<file path="src/rtl/cla_nibble_serial_adder_ctrl_if.sv">
// Operand/result handshake bundle for the nibble-serial CLA adder controller.
// With CLA_SUB_EN defined, the bundle also carries the subtract select.
interface cla_nibble_serial_adder_ctrl_if #(
    parameter int WIDTH = 16
);
    logic             in_valid;
    logic             in_ready;
    logic [WIDTH-1:0] a;
    logic [WIDTH-1:0] b;
    logic             cin;
    logic             out_valid;
    logic             out_ready;
    logic [WIDTH-1:0] sum;
    logic             cout;
    logic             busy;

    // Handshakes: a transfer occurs on a rising edge where valid and ready are both high.
    // The source keeps valid and its payload stable until that edge.
`ifdef CLA_SUB_EN
    logic             sub;

    modport master (
        output in_valid, a, b, cin, sub, out_ready,
        input  in_ready, out_valid, sum, cout, busy
    );

    modport slave (
        input  in_valid, a, b, cin, sub, out_ready,
        output in_ready, out_valid, sum, cout, busy
    );
`else
    modport master (
        output in_valid, a, b, cin, out_ready,
        input  in_ready, out_valid, sum, cout, busy
    );

    modport slave (
        input  in_valid, a, b, cin, out_ready,
        output in_ready, out_valid, sum, cout, busy
    );
`endif
endinterface

</file>
<file path="src/rtl/cla_nibble_serial_adder_ctrl.sv">
// Runs one 4-bit carry-look-ahead slice over WIDTH-bit operands, one nibble per clock, LSB first.
// Define CLA_SUB_EN to add a subtract mode (a - b) selected by the sampled sub bit.
module cla_nibble_serial_adder_ctrl #(
    parameter int WIDTH = 16
) (
    input  logic                          clk,
    input  logic                          rst_n,
    cla_nibble_serial_adder_ctrl_if.slave bus,
    output logic [1:0]                    dbg_state
);
    localparam int NIBBLES = WIDTH / 4;
    localparam int IDXW    = (NIBBLES > 1) ? $clog2(NIBBLES) : 1;
    localparam logic [IDXW-1:0] LAST_IDX = IDXW'(NIBBLES - 1);

    generate
        if ((WIDTH % 4) != 0 || WIDTH < 4) begin : g_width_check
            $error("cla_nibble_serial_adder_ctrl: WIDTH must be a multiple of 4 and >= 4");
        end
    endgenerate

    typedef enum logic [1:0] {
        IDLE = 2'd0,
        RUN  = 2'd1,
        DONE = 2'd2
    } state_t;

    state_t            state;
    state_t            state_nx;
    logic [IDXW-1:0]   idx;
    logic              carry_reg;
    logic [WIDTH-1:0]  a_reg;
    logic [WIDTH-1:0]  b_reg;
    logic [WIDTH-1:0]  sum_reg;
    logic              cout_reg;
    logic              accept;
    logic              last_nib;
    logic              init_carry;
    logic [IDXW+1:0]   bit_base;
    logic [3:0]        a_nib;
    logic [3:0]        b_nib;
    logic [3:0]        g;
    logic [3:0]        p;
    logic [3:0]        s;
    logic [4:0]        c;

`ifdef CLA_SUB_EN
    logic              sub_reg;
`endif

    assign accept    = bus.in_valid && (state == IDLE);
    assign last_nib  = (idx == LAST_IDX);
    assign dbg_state = state;
    assign bus.sum   = sum_reg;
    assign bus.cout  = cout_reg;

    // Subtraction is a + ~b + 1, so the first carry is forced high and cin is ignored.
`ifdef CLA_SUB_EN
    assign init_carry = bus.sub ? 1'b1 : bus.cin;
`else
    assign init_carry = bus.cin;
`endif

    always_ff @(posedge clk) begin
        if (!rst_n) begin
            state <= IDLE;
        end else begin
            state <= state_nx;
        end
    end

    always_comb begin
        state_nx      = state;
        bus.in_ready  = 1'b0;
        bus.out_valid = 1'b0;
        bus.busy      = 1'b0;
        case (state)
            IDLE: begin
                bus.in_ready = 1'b1;
                if (bus.in_valid) begin
                    state_nx = RUN;
                end
            end
            RUN: begin
                bus.busy = 1'b1;
                if (last_nib) begin
                    state_nx = DONE;
                end
            end
            DONE: begin
                bus.busy      = 1'b1;
                bus.out_valid = 1'b1;
                if (bus.out_ready) begin
                    state_nx = IDLE;
                end
            end
            default: begin
                state_nx = IDLE;
            end
        endcase
    end

    // Nibble slice: operands picked by idx, four-level look-ahead carries.
    always_comb begin
        bit_base = {idx, 2'b00};
        a_nib    = a_reg[bit_base +: 4];
`ifdef CLA_SUB_EN
        b_nib    = sub_reg ? ~b_reg[bit_base +: 4] : b_reg[bit_base +: 4];
`else
        b_nib    = b_reg[bit_base +: 4];
`endif
        g    = a_nib & b_nib;
        p    = a_nib ^ b_nib;
        c[0] = carry_reg;
        c[1] = g[0] | (p[0] & c[0]);
        c[2] = g[1] | (p[1] & g[0]) | (p[1] & p[0] & c[0]);
        c[3] = g[2] | (p[2] & g[1]) | (p[2] & p[1] & g[0]) | (p[2] & p[1] & p[0] & c[0]);
        c[4] = g[3] | (p[3] & g[2]) | (p[3] & p[2] & g[1]) | (p[3] & p[2] & p[1] & g[0])
             | (p[3] & p[2] & p[1] & p[0] & c[0]);
        s    = p ^ c[3:0];
    end

    always_ff @(posedge clk) begin
        if (!rst_n) begin
            idx       <= '0;
            carry_reg <= 1'b0;
            a_reg     <= '0;
            b_reg     <= '0;
            sum_reg   <= '0;
            cout_reg  <= 1'b0;
`ifdef CLA_SUB_EN
            sub_reg   <= 1'b0;
`endif
        end else begin
            if (accept) begin
                a_reg     <= bus.a;
                b_reg     <= bus.b;
                carry_reg <= init_carry;
                idx       <= '0;
                sum_reg   <= '0;
`ifdef CLA_SUB_EN
                sub_reg   <= bus.sub;
`endif
            end else if (state == RUN) begin
                sum_reg[bit_base +: 4] <= s;
                carry_reg              <= c[4];
                idx                    <= idx + 1'b1;
                if (last_nib) begin
                    cout_reg <= c[4];
                end
            end
        end
    end
endmodule
</file>
<file path="src/flat_wrapper.sv">
// flat-port wrapper written by rule: the top's interface ports become plain ports
module cla_nibble_serial_adder_ctrl_flat 
#(
    parameter int WIDTH = 16
)
  (clk, rst_n, dbg_state, bus_in_valid, bus_a, bus_b, bus_cin, bus_out_ready, bus_in_ready, bus_out_valid, bus_sum, bus_cout, bus_busy);
  cla_nibble_serial_adder_ctrl_if #(.WIDTH(WIDTH)) bus_i ();
  input  logic clk;
  input  logic rst_n;
  output logic [1:0] dbg_state;
  input wire logic [$bits(bus_i.in_valid)-1:0] bus_in_valid;
  input wire logic [$bits(bus_i.a)-1:0] bus_a;
  input wire logic [$bits(bus_i.b)-1:0] bus_b;
  input wire logic [$bits(bus_i.cin)-1:0] bus_cin;
  input wire logic [$bits(bus_i.out_ready)-1:0] bus_out_ready;
  output wire logic [$bits(bus_i.in_ready)-1:0] bus_in_ready;
  output wire logic [$bits(bus_i.out_valid)-1:0] bus_out_valid;
  output wire logic [$bits(bus_i.sum)-1:0] bus_sum;
  output wire logic [$bits(bus_i.cout)-1:0] bus_cout;
  output wire logic [$bits(bus_i.busy)-1:0] bus_busy;
  assign bus_i.in_valid = bus_in_valid;
  assign bus_i.a = bus_a;
  assign bus_i.b = bus_b;
  assign bus_i.cin = bus_cin;
  assign bus_i.out_ready = bus_out_ready;
  assign bus_in_ready = bus_i.in_ready;
  assign bus_out_valid = bus_i.out_valid;
  assign bus_sum = bus_i.sum;
  assign bus_cout = bus_i.cout;
  assign bus_busy = bus_i.busy;
  cla_nibble_serial_adder_ctrl #(.WIDTH(WIDTH)) u_core (.clk(clk), .rst_n(rst_n), .bus(bus_i), .dbg_state(dbg_state));
endmodule
</file>
<file path="config.mk">
export PLATFORM = sky130hd
export DESIGN_NAME = cla_nibble_serial_adder_ctrl_flat
export DESIGN_NICKNAME = d
export VERILOG_FILES = /design/src/rtl/cla_nibble_serial_adder_ctrl_if.sv /design/src/rtl/cla_nibble_serial_adder_ctrl.sv /design/src/flat_wrapper.sv
export SDC_FILE = /design/constraint.sdc
export NUM_CORES = 1
export LEC_CHECK = 0
export CORE_UTILIZATION = 53
export DETAILED_ROUTE_END_ITERATION = 8
export GPL_TIMING_DRIVEN = 1
export PLACE_DENSITY_LB_ADDON = 0.15
export SETUP_SLACK_MARGIN = 0.3
export SYNTH_ARGS = -nofsm -noshare
export SYNTH_HDL_FRONTEND = slang
export SYNTH_SLANG_ARGS = --single-unit
</file>
<file path="constraint.sdc">
create_clock -name clk -period 4 [get_ports clk]
set_clock_uncertainty 0.05 [all_clocks]
set_input_delay 0.8 -clock clk [delete_from_list [all_inputs] [get_ports clk]]
set_output_delay 0.8 -clock clk [all_outputs]
set_load 0.01 [all_outputs]
</file>
==> flow_summary.toml <==
[sta]
hold_viol = 0
max_slew_margin_pct = 64.6
setup_violations = 0
whs_ns = 0.408
setup_tns_ns = 0
tightest_slew_ns = 0.531
period_minus_slack_ns = 2.88
min_period_over_period_pct = 72.0
fin_ws_ns = 1.12
slew_viol_final = 0
clock.fmax_mhz = 347
grt_setup_unrepaired = "false"

[yosys]
synth_top_area_share_pct = 42.8
synth_area_um2 = 2530
yosys.area.top_type = "dfxtp_1"
synthDistinctLibCells = 40
ys_top_cells_by_area = "dfxtp_1, nand2_1, mux4_2, a21oi_1, ha_1"
synth.net_count = 325
synth_seq_area_share_pct = 42.8
syn_inst = 273
synth_flop_cell = "dfxtp_1"
avgSynthCellArea_um2 = 9.26
synth_edf_count = 0
synthArstFlopShare_pct = 0
synth_warnings = 0
synth-seq-cells = 54

[global_route]
grt_overflow = 0
grt_pass1_vias = 2066
track_usage_pct = 23.2
grt_pass1_wl_um = 9200
busiest_layer = "met2"
grt_antenna_before_repair = 0
met1_usage_pct = 28.7
met3_usage_pct = 4.70
grt_max_degree = 35
use_met2_pct = 41.3

[setup_path]
endpoint_kind = "flip-flop"
critPathLaunchType = "flip-flop"
crit_fanout = 9
crit_required_ns = 4.16
reg2reg_depth = 7
critPathMaxStageDelay_ns = 0.58
crit_type = "reg -> reg"
cp_cell_sequence = "buf_4 > mux4_2 > ha_1 > a21o_1 > a211oi_2 > nor3b_2 > o21a_1"
r2r_start = "u_core.idx[0]"
slowest_stage = "dfxtp_1"
cp_num_buf_inv = 1
r2r_end = "u_core.bus.sum[6]"
crit_family = "compound AO/OA/AOI/OAI gates"
worstPathArrival_ns = 3.04
timing.reg2reg.setup_slack_ns = 1.12

[status]
status = "finished with violations"
violations = "design-rule violations"

[floorplan]
initial_core_util_pct = 56.5
num_io_pins = 59
rows = 24
fp.dieH_um = 71.1
coreArea_um2 = 4470
die_area_um2 = 5050
die_width_um = 71.1

[job]
cap_violations = 0

[layout]
n_antenna_cell = 0
final_cell_mix = "nand2_1, clkdlybuf4s50_1, dfxtp_1"
drive_gt1_share_pct = 9.73
fin_cells = 381
final_nets = 380
final_common_cell = "nand2_1"
fin_util_pct = 72.8
area_growth_pct = 28.8
fillers = 359

[hold_path]
holdPathEnd = "u_core.b_reg[11]"
hold_class = "reg -> reg"
hold_depth = 2
min_from = "u_core.b_reg[11]"

[power_and_ir_drop]
p_int_uw = 917
switchingPower_uw = 388
peakVddDrop_mv = 0.268
powerDensity_nw_per_um2 = 401
p_comb_share_pct = 25.6
p_leak_uw = 0.00121
power_frac_seq_pct = 46.3
switching_share_pct = 29.7
clockPowerShare_pct = 28.0

[clocking]
cts_tree = "built"
insertion_delay_ns = 0.31
cts_resized = 0
cts_post_setup_buffers_inserted = 0
htreeDepth = 2
cts-buffers-inserted = 5
clockRootBuffer = "clkbuf_8"
cts_buffer_depth = 2
hold_buffers = 0
cts_num_sinks = 54
clk_pin_slew_ns = 0.09

[route]
viasPerCell = 5.52
dr.pass1.iters = 6
drt_iter0_markers = 130
num_vias = 2103
final_antenna_net_count = 0
drt-total-wl_um = 5320
wl_per_cell_um = 14.0
drcViolationCount = 6

[placed_design]
post-dp-hpwl_um = 3900
dpl_worst_slack_ns = 1.12
port_buffers = 58
dp_cells = 373
gp_congestion = 0.843
==> power groups by stage <==
stage,registers (µW),logic [µW],clock network (µW)
after global routing,611,366,396
after floorplan,610,224,0
after global placement,616,325,0
after CTS,605,335,374
final,605,334,366
after detailed placement,617,333,0
==> worst max-delay path by stage <==
| stage | start | end | slack (ns) | depth (start not counted) |
|---|---|---|---|---|
| floorplan | u_core.idx[0] | u_core.bus.sum[2] | 1.35 | 7 |
| global placement | u_core.idx[0] | u_core.bus.sum[2] | 1.18 | 7 |
| detailed placement | u_core.idx[0] | u_core.bus.sum[2] | 1.12 | 7 |
| CTS | u_core.idx[0] | u_core.bus.sum[6] | 1.09 | 7 |
| global route | u_core.idx[0] | u_core.bus.sum[6] | 0.93 | 7 |
| finish | u_core.idx[0] | u_core.bus.sum[6] | 1.12 | 7 |
==> routing by layer <==
metal | wire, µm | vias to the layer above
met2 | 2770 | 53
met5 | 0 | -
li1 | - | 1056
met4 | 48 | 0
met1 | 2270 | 989
met3 | 233 | 5
==> through the flow <==
stage                     power [µW]  cell area, µm²
after global routing            1370            3260
after detailed placement         951            3140
after CTS                       1310            3260
final                           1300            3260
after floorplan                  834            2530
after global placement           942            3140
==> cells in the mapped netlist (2+ instances only) <==
master / number
inv_1: 7
a32o_1: 4
nand2_1: 70
o21a_1: 4
nand2_2: 2
nor2_1: 12
a31oi_1: 2
clkbuf_1: 9
and2_1: 7
buf_2: 4
o21ai_0: 4
ha_1: 14
a22oi_1: 8
nor3b_2: 3
dfxtp_1: 54
nand2b_1: 2
a21oi_1: 35
mux4_2: 8
nor4b_4: 3
==> cell families after synthesis <==
group | Yosys count | synth area share [%]
adder cells (fa/ha/maj) | 15 | 7.72
XOR/XNOR | 2 | 0.693
multiplexers | 9 | 7.52
AO/OA/AOI/OAI | 65 | 16.3
flip-flops | 54 | 42.8
AND/OR/NAND/NOR | 106 | 21.4
buffers and inverters | 22 | 3.61
==> worst register-to-register path: stages, from the launching register on <==
cell	delay, ns
dfxtp_1	0.58
buf_4	0.28
mux4_2	0.56
ha_1	0.34
a21o_1	0.23
a211oi_2	0.43
nor3b_2	0.10
o21a_1	0.21
==> area by class of cell <==
type                    count  area [µm²]  share of cell area (%)
inverters                   8        30.0                   0.922
multi-input cells         197        1360                    41.6
clock buffers               5        68.8                    2.11
clock inverters             3        45.0                    1.38
repair buffers             62         611                    18.7
flip-flops and latches     54        1080                    33.2
well taps                  52        65.1                    2.00
(Power assumes the default switching activity.)
==> RTL change 1 (config.mk and constraints unchanged) <==
Put one more register stage on the output `dbg_state`, cleared by the reset. The value now appears one clock later. The other outputs are not delayed to match.
--- a/src/rtl/cla_nibble_serial_adder_ctrl.sv
+++ b/src/rtl/cla_nibble_serial_adder_ctrl.sv
@@ -51,3 +51,9 @@
     assign last_nib  = (idx == LAST_IDX);
-    assign dbg_state = state;
+    always_ff @(posedge clk) begin
+        if (!rst_n) begin
+            dbg_state <= '0;
+        end else begin
+            dbg_state <= state;
+        end
+    end
     assign bus.sum   = sum_reg;
Formal check against the unedited RTL: not equivalent (a bounded check fails within 4 cycles, from zero or initial values and one cycle with rst_n low).
==> RTL change 1 against the original RTL <==
Final area is 1.3% higher; total power is 3.3% higher; clock power is 7.7% higher; via count is 0.67% lower; sequential cell count is 2 higher; area after synthesis is 2.1% higher; worst setup slack worse by 0.15 ns; routed wire length is 2.2% higher; largest power group unchanged; highest routed layer unchanged; critical path type unchanged; combinational power is 4% lower; die area is 2.1% higher; synthesized cell count is 1.5% higher.
==> RTL change 1: results (changes against the original RTL) <==
Final layout
  • Layout cell share with drive strength beyond 1: 0.09063 (-0.006630)
  • Layout Nets: 382 (+0.53%)
  • FILL cells: 403 (+12%)
  • Non-Filler Instances: 385 (+1.0%)

Drt
  • Top layer in use: met4
  • Total routed wire length on the met1 layer: 2419 um (+6.7%)
  • 1st-pass router iterations: 4 (-2)
  • Average detailed-routed wire length per instance: 14.12 um (+1.2%)
  • Met3 wire len: 226 um (-3.0%)
  • Post-DR vias/cell: 5.426 (-1.7%)
  • Remaining design rule violation count: 0 (-6)
  • Detailed Route Iter0 Violations: 102 (-22%)
  • Met2 Wirelength: 2695 um (-2.6%)

Clocking
  • Count of cells resized by post-cts repair: 0 (unchanged)
  • Clk slew on worst S/H paths: 0.09 ns (about the same)
  • Insertion delay of the later-clocked pin in the worst-skew pair: 0.31 ns (about the same)
  • Count of H-tree levels built during CTS: 2 (unchanged)

Placement
  • Detailed-placement wirelength estimate: 3905 um (about the same)
  • Setup slack at placement: 0.9819 ns (-0.1419 ns)
  • Number of instances in the placed design: 377 (+1.1%)
  • Gp weighted congestion: 0.8034 (-4.7%)
  • Cell area after placement: 3173 um2 (+0.96%)

Critical path
  • Maximum fanout along the worst path: 15 (+6)
  • Worst stage delay on the critical path: 0.95 ns (+0.37 ns)
  • Worst setup SP type: flop
  • Family with the most delay on the worst path: flip-flops
  • Worst reg2reg path depth: 6 (-1)
  • Critical Path End: u_core.bus.sum[11]
  • Origin of the critical flop-to-flop path: u_core.idx[0]
  • Library cell contributing the largest single delay on the critical path: dfxtp_1
  • Arr. time, crit path: 3.23 ns (+0.19 ns)
  • Slack of the worst reg-to-reg path: 0.97 ns (-0.15 ns)

Yosys
  • Synthesized netlist cell count: 277 (+1.5%)
  • Async S/R FF share, synth: 0 (unchanged)
  • Ys Warns: 0 (unchanged)
  • Most area-consuming cells after synthesis: dfxtp_1 (43%), nand2_1 (10%), mux4_2 (7.0%), a21oi_1 (6.8%), ha_1 (6.8%)
  • Proportion of synthesized chip area in sequential cells: 0.4341 (+0.006597)
  • Flip-flop cell with the highest count after synthesis: dfxtp_1
  • Net count of the mapped netlist: 329 (+1.2%)
  • Top cell types by occurrence after synthesis: nand2_1 (69), dfxtp_1 (56), a21oi_1 (35)

Global route
  • Global-route wire length before repair: 9453 um (+2.8%)
  • Maximum number of pins on one net before global-route repair: 37 (+5.7%)
  • GR Util met2: 0.3952 (-0.01828)
  • GR Util met3: 0.05204 (+0.005031)
  • Via count of the first global-routing pass: 2056 (-0.48%)
  • Antenna violations before repair: 0 (unchanged)
  • Met1 track utilization from global routing: 0.3031 (+0.01633)
  • Global-route usage over all layers: 0.2373 (+0.005118)

Hold path
  • Hold path startpoint: u_core.b_reg[13]

Timing
  • Max frequency: 329.8 MHz (-5.0%)
  • Least-Margin Pin Slew: 0.9422 ns (+0.4114 ns)

Power
  • Worst voltage drop across the vdd grid: 0.1838 mV (-31%)
  • Static power due to leakage: 1.239 nW (+2.2%)

Outcome
  • Status: finished, final reports clean
==> RTL change 1: cell count changes after synthesis <==
cell	unedited run	this run
buf_6	0	2
nor2_1	12	15
buf_4	1	0
nor3b_1	1	3
dfxtp_1	54	56
clkinv_1	1	0
clkbuf_1	9	8
inv_2	0	2
nand2_1	70	69
nor2_2	1	0
nand2_4	0	1
nor3b_2	3	1
inv_1	7	6
==> RTL change 1: logic make-up after synthesis <==
family                   after synthesis  share of synthesized area
AND/OR/NAND/NOR                      108                     0.2108
AO/OA/AOI/OAI                         65                     0.1594
flip-flops                            56                     0.4341
buffers and inverters                 22                    0.03973
adder cells (fa/ha/maj)               15                    0.07558
multiplexers                           9                    0.07364
XOR/XNOR                               2                   0.006784
==> RTL change 1: worst min path at each step <==
stage	endpoint	slack [ns]	cells past startpoint
CTS	u_core.a_reg[11]	0.41	2
floorplan	u_core.a_reg[10]	0.38	2
global placement	u_core.b_reg[2]	0.39	2
global route	u_core.b_reg[4]	0.42	2
finish	u_core.b_reg[13]	0.41	2
detailed placement	u_core.a_reg[11]	0.40	2
==> RTL change 1: power by group <==
group / leakage (nW) / total, mW / switching [mW] / internal, mW
sequential: 0.457 / 0.633 / 0.0343 / 0.598
combinational: 0.717 / 0.321 / 0.171 / 0.150
clock: 0.0645 / 0.394 / 0.173 / 0.221
total: 1.24 / 1.35 / 0.379 / 0.969
==> RTL change 1: area by class of cell <==
class                           count  area [um2]  share of cell area
Tap cell                           54       67.56             0.02048
Multi-Input combinational cell    199        1359              0.4118
Timing Repair Buffer               60       595.6              0.1805
Clock inverter                      1       30.03            0.009101
Inverter                            8       30.03            0.009101
Clock buffer                        7       96.34             0.02920
Sequential cell                    56        1121              0.3398
==> RTL change 2 (same flow settings) <==
Without the edit above. `WIDTH` is set to 16 in 3 places; all go to 32.
--- a/src/rtl/cla_nibble_serial_adder_ctrl_if.sv
+++ b/src/rtl/cla_nibble_serial_adder_ctrl_if.sv
@@ -3,3 +3,3 @@
 interface cla_nibble_serial_adder_ctrl_if #(
-    parameter int WIDTH = 16
+    parameter int WIDTH = 32
 );
--- a/src/rtl/cla_nibble_serial_adder_ctrl.sv
+++ b/src/rtl/cla_nibble_serial_adder_ctrl.sv
@@ -3,3 +3,3 @@
 module cla_nibble_serial_adder_ctrl #(
-    parameter int WIDTH = 16
+    parameter int WIDTH = 32
 ) (
--- a/src/flat_wrapper.sv
+++ b/src/flat_wrapper.sv
@@ -3,3 +3,3 @@
 #(
-    parameter int WIDTH = 16
+    parameter int WIDTH = 32
 )
Ports: changed (resized bus_a, bus_b and bus_sum); port bits go from 59 to 107. The function was not compared with the original's and may differ.
==> RTL change 2 against the original RTL <==
Largest cell class unchanged; final area increased by 77%; sequential cell count is 49 higher; area after synthesis increased by 77%; worst setup slack got worse by 0.38 ns; total power is 72% higher; routed wire length up 95%; via count rose by 83%.
==> RTL change 2: results (changes against the original RTL) <==
Critical path
  • Maximum fanout along the worst path: 11 (+2)
  • Worst stage delay on the critical path: 0.70 ns (+0.12 ns)
  • Origin of the critical flop-to-flop path: u_core.idx[0]
  • Arr. time, crit path: 3.45 ns (+0.41 ns)
  • Path type of the worst setup path: reg -> reg

Drt
  • 1st-pass router iterations: 4 (-2)
  • Met3 wire len: 415 um (+78%)
  • Met2 Wirelength: 5141 um (+86%)
  • Top layer in use: met4
  • Post-DR vias/cell: 5.354 (-3.0%)
  • Overall routed net length: 10370 um (+95%)
  • Detailed Route Iter0 Violations: 112 (-14%)
  • Total routed wire length on the met1 layer: 4707 um (+110%)

Placement
  • Cell area after placement: 5582 um2 (+78%)
  • Gp weighted congestion: 0.7959 (-5.6%)
  • Detailed-placement wirelength estimate: 7436 um (+91%)
  • Setup slack at placement: 0.7014 ns (-0.4224 ns)
  • Number of port buffers: 106 (+83%)

Final layout
  • Antenna Diode Count: 0 (unchanged)
  • FILL cells: 671 (+87%)
  • Layout Nets: 691 (+82%)
  • Layout cell share with drive strength beyond 1: 0.08157 (-0.01570)

Timing
  • Tightest slew margin relative to the limit: 0.3879 (-0.2578)

Clocking
  • Count of H-tree levels built during CTS: 3 (+1)
  • Clk slew on worst S/H paths: 0.10 ns
  • Post-CTS setup-driven buffer insertion count: 0 (unchanged)
  • Number of CTS-inserted buffers: 9 (+4)
  • Count of cells resized by post-cts repair: 0 (unchanged)
  • Insertion delay of the later-clocked pin in the worst-skew pair: 0.38 ns (+0.07 ns)
  • Number of buffers on the longest clock path: 2 (unchanged)

Yosys
  • Net count of the mapped netlist: 601 (+85%)
  • Most area-consuming cells after synthesis: dfxtp_1 (46%), nand2_1 (14%), mux4_2 (8.0%), a21oi_1 (7.8%), mux2i_1 (4.9%)
  • Share of the synthesized area in the top cell type: 0.4594 (+0.03193)
  • Flip-flop cell with the highest count after synthesis: dfxtp_1
  • Count of cell types in the netlist: 43 (+7.5%)
  • Proportion of synthesized chip area in sequential cells: 0.4594 (+0.03193)
  • Ys Warns: 0 (unchanged)
  • Top cell types by occurrence after synthesis: nand2_1 (172), dfxtp_1 (103), a21oi_1 (70)

Global route
  • Via count of the first global-routing pass: 3643 (+76%)
  • Antenna violations before repair: 0 (unchanged)
  • Global-route usage over all layers: 0.2464 (+0.01422)
  • Global-route wire length before repair: 16850 um (+83%)
  • Maximum number of pins on one net before global-route repair: 69 (+97%)

Hold path
  • Hold path startpoint: u_core.a_reg[10]
  • Hold WC Path Type: reg -> reg

Power
  • Switching share of total power: 0.3095 (+0.01221)
  • Worst voltage drop across the vdd grid: 0.2455 mV (-8.5%)
  • Part of the total power dissipated in combinational logic: 0.222 (-0.034)
  • Static power due to leakage: 2.197 nW (+81%)

Outcome
  • Status: finished, final reports clean
[RTL change 2: path summary, 6_finish.rpt]
kind | slack, ns | to | depth (start not counted)
worst min register to register | 0.41 | u_core.a_reg[10] | 2
worst max register to register | 0.74 | u_core.bus.sum[19] | 9
worst max-delay path | 0.74 | u_core.bus.sum[19] | 9
worst min-delay path | 0.41 | u_core.a_reg[10] | 2
[RTL change 2: metrics by stage]
step / utilization / hold WS, ns / total power, mW / std cells
global placement: 0.6793 / 0.3917 / 1.658 / 702
floorplan: - / 0.3831 / 1.492 / 518
detailed placement: 0.6793 / 0.3963 / 1.670 / 702
CTS: 0.7008 / 0.4105 / 2.266 / 718
finish: 0.7008 / 0.4088 / 2.250 / 718
global route: 0.7008 / 0.4258 / 2.366 / 718
[RTL change 2: layout make-up]
type                            count  area [um2]  share of cell area
Multi-Input combinational cell    374        2252              0.3911
Clock inverter                      7       52.55            0.009126
Inverter                            8       30.03            0.005215
Sequential cell                   103        2062              0.3581
Timing Repair Buffer              112        1106              0.1921
Tap cell                          105       131.4             0.02282
Clock buffer                        9       123.9             0.02151
[RTL change 2: cells by family after synthesis]
| group | synth area share |
|---|---|
| AOI/OAI and AO/OA | 0.1132 |
| adders and majority gates | 0.04070 |
| xor gates and xnor gates | 0.003904 |
| and+or+nand+nor | 0.2138 |
| DFF | 0.4594 |
| buffers and inverters | 0.03959 |
| muxes | 0.1294 |
[RTL change 2: power groups by stage]
stage	Combinational (mW)	Sequential, mW	Clock, mW
2_1_floorplan	0.344	1.15	0
3_3_place_gp	0.494	1.16	0
3_5_place_dp	0.503	1.17	0
4_1_cts	0.505	1.14	0.618
5_1_grt	0.553	1.15	0.661
6_report	0.500	1.14	0.608
[RTL change 2: critical path: cells and delay by family (launching register included)]
| kind | cells | cell delay, ns |
|---|---|---|
| flops | 1 | 0.70 |
| buf+inv | 1 | 0.30 |
| mux | 2 | 0.63 |
| fa+ha+maj | 1 | 0.33 |
| compound gates | 2 | 0.65 |
| simple gates | 3 | 0.46 |
[RTL change 2: per-layer routing]
metal,up-vias,global-route usage
met5,-,0
met1,1826,0.3170
met4,0,0.07308
met2,87,0.4209
met3,9,0.04369
li1,1922,-
